### src/rtl/conv3x3_stream_if.sv
// conv3x3_stream_if: pixel-in/pixel-out handshakes plus kernel configuration for conv3x3_stream.
interface conv3x3_stream_if #(
  parameter int ROWS = 16,
  parameter int COLS = 16,
  parameter int DW = 12,
  parameter int CW = 8,
  parameter int SHW = 5
);
  logic s_valid;
  logic s_ready;
  logic [DW-1:0] s_data;
  logic m_valid;
  logic m_ready;
  logic [DW-1:0] m_data;
  logic [$clog2(ROWS)-1:0] m_row;
  logic [$clog2(COLS)-1:0] m_col;
  logic m_sof;
  logic [9*CW-1:0] coeffs;
  logic [SHW-1:0] shift;
  logic edge_mode;
  modport slave (
    input s_valid, s_data, m_ready, coeffs, shift, edge_mode,
    output s_ready, m_valid, m_data, m_row, m_col, m_sof
  );
  modport master (
    output s_valid, s_data, m_ready, coeffs, shift, edge_mode,
    input s_ready, m_valid, m_data, m_row, m_col, m_sof
  );
endinterface

### src/rtl/conv3x3_stream.sv
// conv3x3_stream: streaming signed 3x3 convolution with line buffers, backpressure and saturation.
// Define CONV3X3_ROUND_EN to round half up before the arithmetic right shift.
module conv3x3_stream #(
  parameter int ROWS = 16,
  parameter int COLS = 16,
  parameter int DW = 12,
  parameter int CW = 8,
  parameter int SHW = 5
) (
  input logic clk,
  input logic rst,
  conv3x3_stream_if.slave io
);
  localparam int RW = $clog2(ROWS);
  localparam int CLW = $clog2(COLS);
  localparam int AW = DW + CW + 5;
  logic en, acc, fire, primed;
  logic [RW-1:0] in_r, out_r, r0, r1, r2;
  logic [CLW-1:0] in_c, out_c, c0, c1, c2;
  logic [DW-1:0] lb0 [COLS];
  logic [DW-1:0] lb1 [COLS];
  logic [DW-1:0] w [3][3];
  logic [DW-1:0] cen1, cen2, sat;
  logic [9*CW-1:0] coef_sh;
  logic [SHW-1:0] shift_sh, sh1;
  logic em_sh, em1, em2, v0, v1, v2, b0, b1, b2;
  logic signed [AW-1:0] rs [3];
  logic signed [AW-1:0] rs1 [3];
  logic signed [AW-1:0] rnd, sum2;
  assign en = !io.m_valid || io.m_ready;
  assign io.s_ready = en;
  assign acc = io.s_valid && en;
  assign fire = acc && primed;
  always_comb
    for (int i = 0; i < 3; i++) begin
      rs[i] = '0;
      for (int j = 0; j < 3; j++)
        rs[i] = rs[i] + AW'($signed({1'b0, w[i][j]})) * AW'($signed(coef_sh[(3*i+j)*CW +: CW]));
    end
`ifdef CONV3X3_ROUND_EN
  assign rnd = sh1 != '0 ? AW'(1) <<< (sh1 - 1'b1) : '0;
`else
  assign rnd = '0;
`endif
  assign sat = sum2[AW-1] ? '0 : |sum2[AW-2:DW] ? {DW{1'b1}} : sum2[DW-1:0];
  // Line buffers and window are never reset: row-0 outputs are all borders, so stale data is masked.
  always_ff @(posedge clk) begin
    if (acc) begin
      lb0[in_c] <= io.s_data;
      lb1[in_c] <= lb0[in_c];
      for (int i = 0; i < 3; i++) begin
        w[i][0] <= w[i][1];
        w[i][1] <= w[i][2];
      end
      w[0][2] <= lb1[in_c];
      w[1][2] <= lb0[in_c];
      w[2][2] <= io.s_data;
    end
    if (fire) begin
      r0 <= out_r;
      c0 <= out_c;
      b0 <= out_r == '0 || out_r == RW'(ROWS-1) || out_c == '0 || out_c == CLW'(COLS-1);
    end
    if (en) begin
      rs1 <= rs;
      sh1 <= shift_sh;
      em1 <= em_sh;
      b1 <= b0;
      cen1 <= w[1][1];
      r1 <= r0;
      c1 <= c0;
      sum2 <= (rs1[0] + rs1[1] + rs1[2] + rnd) >>> sh1;
      em2 <= em1;
      b2 <= b1;
      cen2 <= cen1;
      r2 <= r1;
      c2 <= c1;
    end
  end
  always_ff @(posedge clk or posedge rst)
    if (rst) begin
      in_r <= '0;
      in_c <= '0;
      out_r <= '0;
      out_c <= '0;
      primed <= 1'b0;
      coef_sh <= '0;
      shift_sh <= '0;
      em_sh <= 1'b0;
      v0 <= 1'b0;
      v1 <= 1'b0;
      v2 <= 1'b0;
      io.m_valid <= 1'b0;
      io.m_data <= '0;
      io.m_row <= '0;
      io.m_col <= '0;
      io.m_sof <= 1'b0;
    end else begin
      if (acc) begin
        in_c <= in_c == CLW'(COLS-1) ? '0 : in_c + 1'b1;
        if (in_c == CLW'(COLS-1)) in_r <= in_r == RW'(ROWS-1) ? '0 : in_r + 1'b1;
        if (in_r == RW'(1) && in_c == '0) primed <= 1'b1;
      end
      // Config is latched as the (0,0) window forms so a whole output frame shares one setting.
      if (fire) begin
        out_c <= out_c == CLW'(COLS-1) ? '0 : out_c + 1'b1;
        if (out_c == CLW'(COLS-1)) out_r <= out_r == RW'(ROWS-1) ? '0 : out_r + 1'b1;
        if (out_r == '0 && out_c == '0) begin
          coef_sh <= io.coeffs;
          shift_sh <= io.shift;
          em_sh <= io.edge_mode;
        end
      end
      if (en) begin
        v0 <= fire;
        v1 <= v0;
        v2 <= v1;
        io.m_valid <= v2;
        io.m_data <= b2 ? (em2 ? '0 : cen2) : sat;
        io.m_row <= r2;
        io.m_col <= c2;
        io.m_sof <= r2 == '0 && c2 == '0;
      end
    end
endmodule

### src/flat_wrapper.sv
// flat-port wrapper written by rule: the top's interface ports become plain ports
module conv3x3_stream_flat 
#(
  parameter int ROWS = 16,
  parameter int COLS = 16,
  parameter int DW = 12,
  parameter int CW = 8,
  parameter int SHW = 5
)
  (clk, rst, io_s_valid, io_s_data, io_m_ready, io_coeffs, io_shift, io_edge_mode, io_s_ready, io_m_valid, io_m_data, io_m_row, io_m_col, io_m_sof);
  conv3x3_stream_if #(.ROWS(ROWS), .COLS(COLS), .DW(DW), .CW(CW), .SHW(SHW)) io_i ();
  input logic clk;
  input logic rst;
  input wire logic [$bits(io_i.s_valid)-1:0] io_s_valid;
  input wire logic [$bits(io_i.s_data)-1:0] io_s_data;
  input wire logic [$bits(io_i.m_ready)-1:0] io_m_ready;
  input wire logic [$bits(io_i.coeffs)-1:0] io_coeffs;
  input wire logic [$bits(io_i.shift)-1:0] io_shift;
  input wire logic [$bits(io_i.edge_mode)-1:0] io_edge_mode;
  output wire logic [$bits(io_i.s_ready)-1:0] io_s_ready;
  output wire logic [$bits(io_i.m_valid)-1:0] io_m_valid;
  output wire logic [$bits(io_i.m_data)-1:0] io_m_data;
  output wire logic [$bits(io_i.m_row)-1:0] io_m_row;
  output wire logic [$bits(io_i.m_col)-1:0] io_m_col;
  output wire logic [$bits(io_i.m_sof)-1:0] io_m_sof;
  assign io_i.s_valid = io_s_valid;
  assign io_i.s_data = io_s_data;
  assign io_i.m_ready = io_m_ready;
  assign io_i.coeffs = io_coeffs;
  assign io_i.shift = io_shift;
  assign io_i.edge_mode = io_edge_mode;
  assign io_s_ready = io_i.s_ready;
  assign io_m_valid = io_i.m_valid;
  assign io_m_data = io_i.m_data;
  assign io_m_row = io_i.m_row;
  assign io_m_col = io_i.m_col;
  assign io_m_sof = io_i.m_sof;
  conv3x3_stream #(.ROWS(ROWS), .COLS(COLS), .DW(DW), .CW(CW), .SHW(SHW)) u_core (.clk(clk), .rst(rst), .io(io_i));
endmodule
### config.mk
export PLATFORM = sky130hd
export DESIGN_NAME = conv3x3_stream_flat
export DESIGN_NICKNAME = d
export VERILOG_FILES = /design/src/rtl/conv3x3_stream_if.sv /design/src/rtl/conv3x3_stream.sv /design/src/flat_wrapper.sv
export SDC_FILE = /design/constraint.sdc
export NUM_CORES = 2
export LEC_CHECK = 0
export BUFFER_PORTS_ARGS = -buffer_cell sky130_fd_sc_hd__buf_2
export CAP_MARGIN = 20
export CORE_UTILIZATION = 45
export CTS_BUF_LIST = sky130_fd_sc_hd__clkbuf_4 sky130_fd_sc_hd__clkbuf_8 sky130_fd_sc_hd__clkbuf_16
export CTS_CLUSTER_DIAMETER = 100
export DETAILED_ROUTE_END_ITERATION = 10
export GPL_ROUTABILITY_DRIVEN = 0
export MAX_ROUTING_LAYER = met4
export SLEW_MARGIN = 10
export SYNTH_ARGS = -nofsm -noshare
export SYNTH_HDL_FRONTEND = slang
export SYNTH_SLANG_ARGS = --single-unit
export TNS_END_PERCENT = 100
### constraint.sdc
create_clock -name clk -period 10.02 [get_ports clk]
set_clock_uncertainty 0.15 [all_clocks]
set_input_delay 2.505 -clock clk [delete_from_list [all_inputs] [get_ports clk]]
set_output_delay 2.505 -clock clk [all_outputs]
set_load 0.02 [all_outputs]
==> impl_results.html <==
<table>
<tr><th>Metric</th><th>Value</th></tr>
<tr><th colspan="2">Hold path</th></tr>
<tr><td>Type of the worst min-delay path</td><td>reg -&gt; reg</td></tr>
<tr><td>HP Start</td><td>u_core.cen1[6]</td></tr>
<tr><td>Min-Delay Endpoint</td><td>u_core.cen2[6]</td></tr>
<tr><td>Hold-critical path depth</td><td>0</td></tr>
<tr><th colspan="2">CTS</th></tr>
<tr><td>Clock sink count</td><td>770</td></tr>
<tr><td>Number of buffers inserted for hold repair after clock tree synthesis</td><td>0</td></tr>
<tr><td>CTS Root Buffer Type</td><td>clkbuf_16</td></tr>
<tr><td>Number of buffers created by CTS</td><td>91</td></tr>
<tr><td>Maximum buffer depth of the clock tree</td><td>3</td></tr>
<tr><td>Clock-pin slew of the registers on the worst-case setup and hold paths</td><td>0.06 ns</td></tr>
<tr><td>Clk Latency, worst-skew pair</td><td>0.73 ns</td></tr>
<tr><td>Clock tree from TritonCTS</td><td>yes</td></tr>
<tr><td>Post-CTS resize count</td><td>0</td></tr>
<tr><td>Count of H-tree levels built during CTS</td><td>3</td></tr>
<tr><td>Post-CTS setup buffer count</td><td>0</td></tr>
<tr><th colspan="2">Logic synthesis</th></tr>
<tr><td>Post-synth EDFFs</td><td>650</td></tr>
<tr><td>Cell area after synthesis</td><td>64500 um^2</td></tr>
<tr><td>Number of warnings printed during yosys synthesis</td><td>0</td></tr>
<tr><td>Proportion of register bits with asynchronous set or reset after synthesis</td><td>15.6%</td></tr>
<tr><td>Leading post-synthesis cells by cell area</td><td>edfxtp_1 30%, fa_1 20%, ha_1 11%, inv_1 6.3%, and2_1 5.5%</td></tr>
<tr><td>Leading register cell type out of synthesis</td><td>edfxtp_1</td></tr>
<tr><td>Synth cell types</td><td>85</td></tr>
<tr><td>Synthesized area per cell</td><td>11.3 um^2</td></tr>
<tr><td>Library cell with the largest summed area after synthesis</td><td>edfxtp_1</td></tr>
<tr><td>Mapped Nets</td><td>6979</td></tr>
<tr><td>Cell count after synthesis</td><td>5690</td></tr>
<tr><td>Number of flip-flops and latches in the synthesized netlist</td><td>770</td></tr>
<tr><td>Register area share after synthesis</td><td>34.9%</td></tr>
<tr><td>Post-synth top area share</td><td>30.3%</td></tr>
<tr><th colspan="2">STA</th></tr>
<tr><td>Post-layout minimum cycle time</td><td>7.48 ns</td></tr>
<tr><td>Unrepaired setup endpoints after global routing</td><td>no</td></tr>
<tr><td>Final count of pins violating max slew</td><td>0</td></tr>
<tr><td>Final period utilization</td><td>74.6%</td></tr>
<tr><td>Highest Clock Rate</td><td>0.134 GHz</td></tr>
<tr><td>Total count of hold-check failures in the final report</td><td>0</td></tr>
<tr><td>Accumulated negative setup slack</td><td>0 ns</td></tr>
<tr><td>Final Setup Violations</td><td>0</td></tr>
<tr><td>Worst rel slew slack</td><td>26.7%</td></tr>
<tr><td>Pin slew with the least headroom to its limit</td><td>1.10 ns</td></tr>
<tr><td>Final hold slack</td><td>0.261 ns</td></tr>
<tr><th colspan="2">Floorplanning</th></tr>
<tr><td>Die Y-Extent</td><td>381 um</td></tr>
<tr><td>Die boundary width</td><td>381 um</td></tr>
<tr><td>Die area</td><td>145000 um^2</td></tr>
<tr><td>Starting density of the core</td><td>45.4%</td></tr>
<tr><td>Site Rows</td><td>138</td></tr>
<tr><td>I/O pin cnt</td><td>117</td></tr>
<tr><td>Core box area</td><td>142000 um^2</td></tr>
<tr><th colspan="2">Finish</th></tr>
<tr><td>Proportion of layout cells with a drive suffix above 1</td><td>10.1%</td></tr>
<tr><td>Layout Area Growth over Synthesis</td><td>9.27%</td></tr>
<tr><td>Non-filler instance count after layout</td><td>7760</td></tr>
<tr><td>Final net count</td><td>7081</td></tr>
<tr><th colspan="2">Critical path</th></tr>
<tr><td>Slowest cell on crit path</td><td>fa_1</td></tr>
<tr><td>FF-to-FF path depth</td><td>25</td></tr>
<tr><td>Maximum fanout encountered on the critical timing path</td><td>9</td></tr>
<tr><td>Delay of the slowest cell on the worst path</td><td>0.57 ns</td></tr>
<tr><td>Arrival time worst endpoint</td><td>7.80 ns</td></tr>
<tr><td>Kind of end point of the critical path</td><td>flop</td></tr>
<tr><td>Crit Path Class</td><td>reg -&gt; reg</td></tr>
<tr><td>R2R Path End</td><td>u_core.rs1[48]</td></tr>
<tr><td>Critical Path Source Type</td><td>flop</td></tr>
<tr><td>Delay-heaviest family, CP</td><td>adder cells</td></tr>
<tr><td>Reg-to-reg setup timing slack</td><td>2.54 ns</td></tr>
<tr><td>Reg-to-Reg Start</td><td>u_core.coef_sh[31]</td></tr>
<tr><td>Worst path buffer plus inverter count</td><td>5</td></tr>
<tr><td>Required time at the worst-slack endpoint</td><td>10.34 ns</td></tr>
<tr><td>Cell repeated most along the worst path</td><td>fa_1</td></tr>
<tr><th colspan="2">Power</th></tr>
<tr><td>Sequential share of power</td><td>30.9%</td></tr>
<tr><td>Portion of total power attributed to combinational logic</td><td>49.3%</td></tr>
<tr><td>Net switching power</td><td>0.00744 W</td></tr>
<tr><td>Power consumption</td><td>0.0178 W</td></tr>
<tr><td>Pwr per Cell Area</td><td>252 nW/um^2</td></tr>
<tr><td>Leakage component of the power</td><td>31.8 nW</td></tr>
<tr><td>Int Pwr</td><td>0.0103 W</td></tr>
<tr><td>Sw frac</td><td>41.9%</td></tr>
<tr><td>Peak supply drop</td><td>0.000267 V</td></tr>
<tr><td>Clock network power share</td><td>19.8%</td></tr>
<tr><th colspan="2">Placement</th></tr>
<tr><td>Port Buffers</td><td>116</td></tr>
<tr><td>Number of cells in the design after placement</td><td>7587</td></tr>
<tr><td>Detailed Place HPWL</td><td>116 mm</td></tr>
<tr><th colspan="2">Flow run</th></tr>
<tr><td>Reported max-cap violation count</td><td>0</td></tr>
<tr><th colspan="2">Drt</th></tr>
<tr><td>Drt initial violations</td><td>2475</td></tr>
<tr><td>Vias after detailed routing</td><td>41112</td></tr>
<tr><td>Detailed Route WL</td><td>156 mm</td></tr>
<tr><td>Routed Antenna Nets</td><td>0</td></tr>
<tr><td>Post-route DRC violation count</td><td>0</td></tr>
<tr><td>Vias/cell</td><td>5.30</td></tr>
<tr><td>First-pass iteration count of the detailed router</td><td>6</td></tr>
<tr><td>Detailed-route wire length per cell</td><td>20.1 um</td></tr>
<tr><th colspan="2">Outcome</th></tr>
<tr><td>Status</td><td>completed</td></tr>
<tr><th colspan="2">GRT</th></tr>
<tr><td>Total track usage</td><td>22.8%</td></tr>
<tr><td>Maximum number of pins on one net before global-route repair</td><td>73</td></tr>
<tr><td>First-pass GRT wire length</td><td>248 mm</td></tr>
<tr><td>Number of global-route vias before repair</td><td>43074</td></tr>
<tr><td>Number of antenna violations at the first check in global routing</td><td>5</td></tr>
<tr><td>Global route total overflow</td><td>0</td></tr>
</table>
## cell type report
class,count,area (um^2)
inverters,1090,4100
well taps,1890,2360
clock inverters,64,827
diodes,2,5.00
flip-flops and latches,770,22500
clock buffers,105,2380
multi-input cells,3687,37300
repair buffers,152,907
fillers,12666,71500
## worst max-delay path by stage
stage / from / to / slack (ns) / cells past startpoint
2_1_floorplan: io_m_ready / io_s_ready / 0.04 / 3
3_3_place_gp: u_core.coef_sh[31] / u_core.rs1[48] / 2.76 / 25
3_5_place_dp: u_core.coef_sh[31] / u_core.rs1[48] / 2.64 / 25
4_1_cts: u_core.coef_sh[31] / u_core.rs1[48] / 2.63 / 25
5_1_grt: u_core.coef_sh[31] / u_core.rs1[48] / 2.22 / 25
6_report: u_core.coef_sh[31] / u_core.rs1[48] / 2.54 / 25
## state kept, by name (all words and copies together) (netlist names), 5 cells and up
register and cells:
u_core.shift_sh 5, u_core.cen1 12, u_core.cen2 12, u_core.sh1 5, u_core.sum2 25, u_core.coef_sh 72
u_core.lb1 192, u_core.w 108, u_core.io.m_data 12, u_core.lb0 192, u_core.rs1 75
## per-layer routing
| metal | track usage (%) | wire, um |
|---|---|---|
| met1 | 30.6 | 69900 |
| met2 | 36.6 | 74900 |
| met3 | 3.14 | 7330 |
| met4 | 5.52 | 3620 |
| met5 | - | 0 |
## synthesized netlist by cell type, drive strengths merged, types with 63 or more instances
cell type and count:
o21ai 90, nor3 68, fa 640, and2 568, ha 555, nor2 200
mux2 85, inv 1083, dfrtp 120, a21oi 188, xor2 79, nand2 362
mux4 132, clkbuf 125, nand2b 63, xnor2 126, nand3 82, edfxtp 650
## through the flow
| stage | setup slack, ns | util, % | cell area [um^2] |
|---|---|---|---|
| 2_1_floorplan | 0.0401 | - | 64500 |
| 3_3_place_gp | 2.76 | 47.3 | 67200 |
| 3_5_place_dp | 2.64 | 47.3 | 67200 |
| 4_1_cts | 2.63 | 49.6 | 70400 |
| 5_1_grt | 2.22 | 49.6 | 70500 |
| 6_report | 2.54 | 49.6 | 70500 |
## cell usage in the layout, fill, tap and decap left out, drive strengths merged, types with 15 or more instances in the layout
master and instances:
inv 1099, edfxtp 650, fa 640, and2 568, ha 555, nand2 362, nor2 200, a21oi 188
buf 152, mux4 132, xnor2 126, dfrtp 120, clkbuf 105, o21ai 90, mux2 85, nand3 82
xor2 79, nor3 68, nand2b 63, a21o 42, clkinv 40, a211oi 32, and3 31, mux2i 28
or3 27, nor2b 24, o21bai 22, a211o 20, o21a 17, o211ai 17, nor4 17, or2 16
o31ai 15
## kinds of logic after synthesis
group,Yosys count,share of synthesized area [%]
simple gates,1481,11.9
fa+ha+maj,1195,30.6
mux,245,6.53
flops,770,34.9
buf+inv,1233,7.32
compound gates,561,5.85
xor+xnor,205,2.80
## worst reg2reg max path: cells and delay by family, from the launching register on
family | cells | cell delay (ns)
buf+inv | 5 | 0.47
simple gates | 2 | 0.49
flops | 1 | 0.47
xor+xnor | 1 | 0.18
compound gates | 10 | 2.26
fa+ha+maj | 7 | 3.20
## power groups by stage
stage / registers [W] / logic [W] / clock network, W
finish: 0.00549 / 0.00876 / 0.00351
global route: 0.00557 / 0.00966 / 0.00371
CTS: 0.00551 / 0.00877 / 0.00360
detailed placement: 0.00557 / 0.00867 / 0
global placement: 0.00556 / 0.00863 / 0
floorplan: 0.00512 / 0.00645 / 0
(Power assumes the default switching activity.)
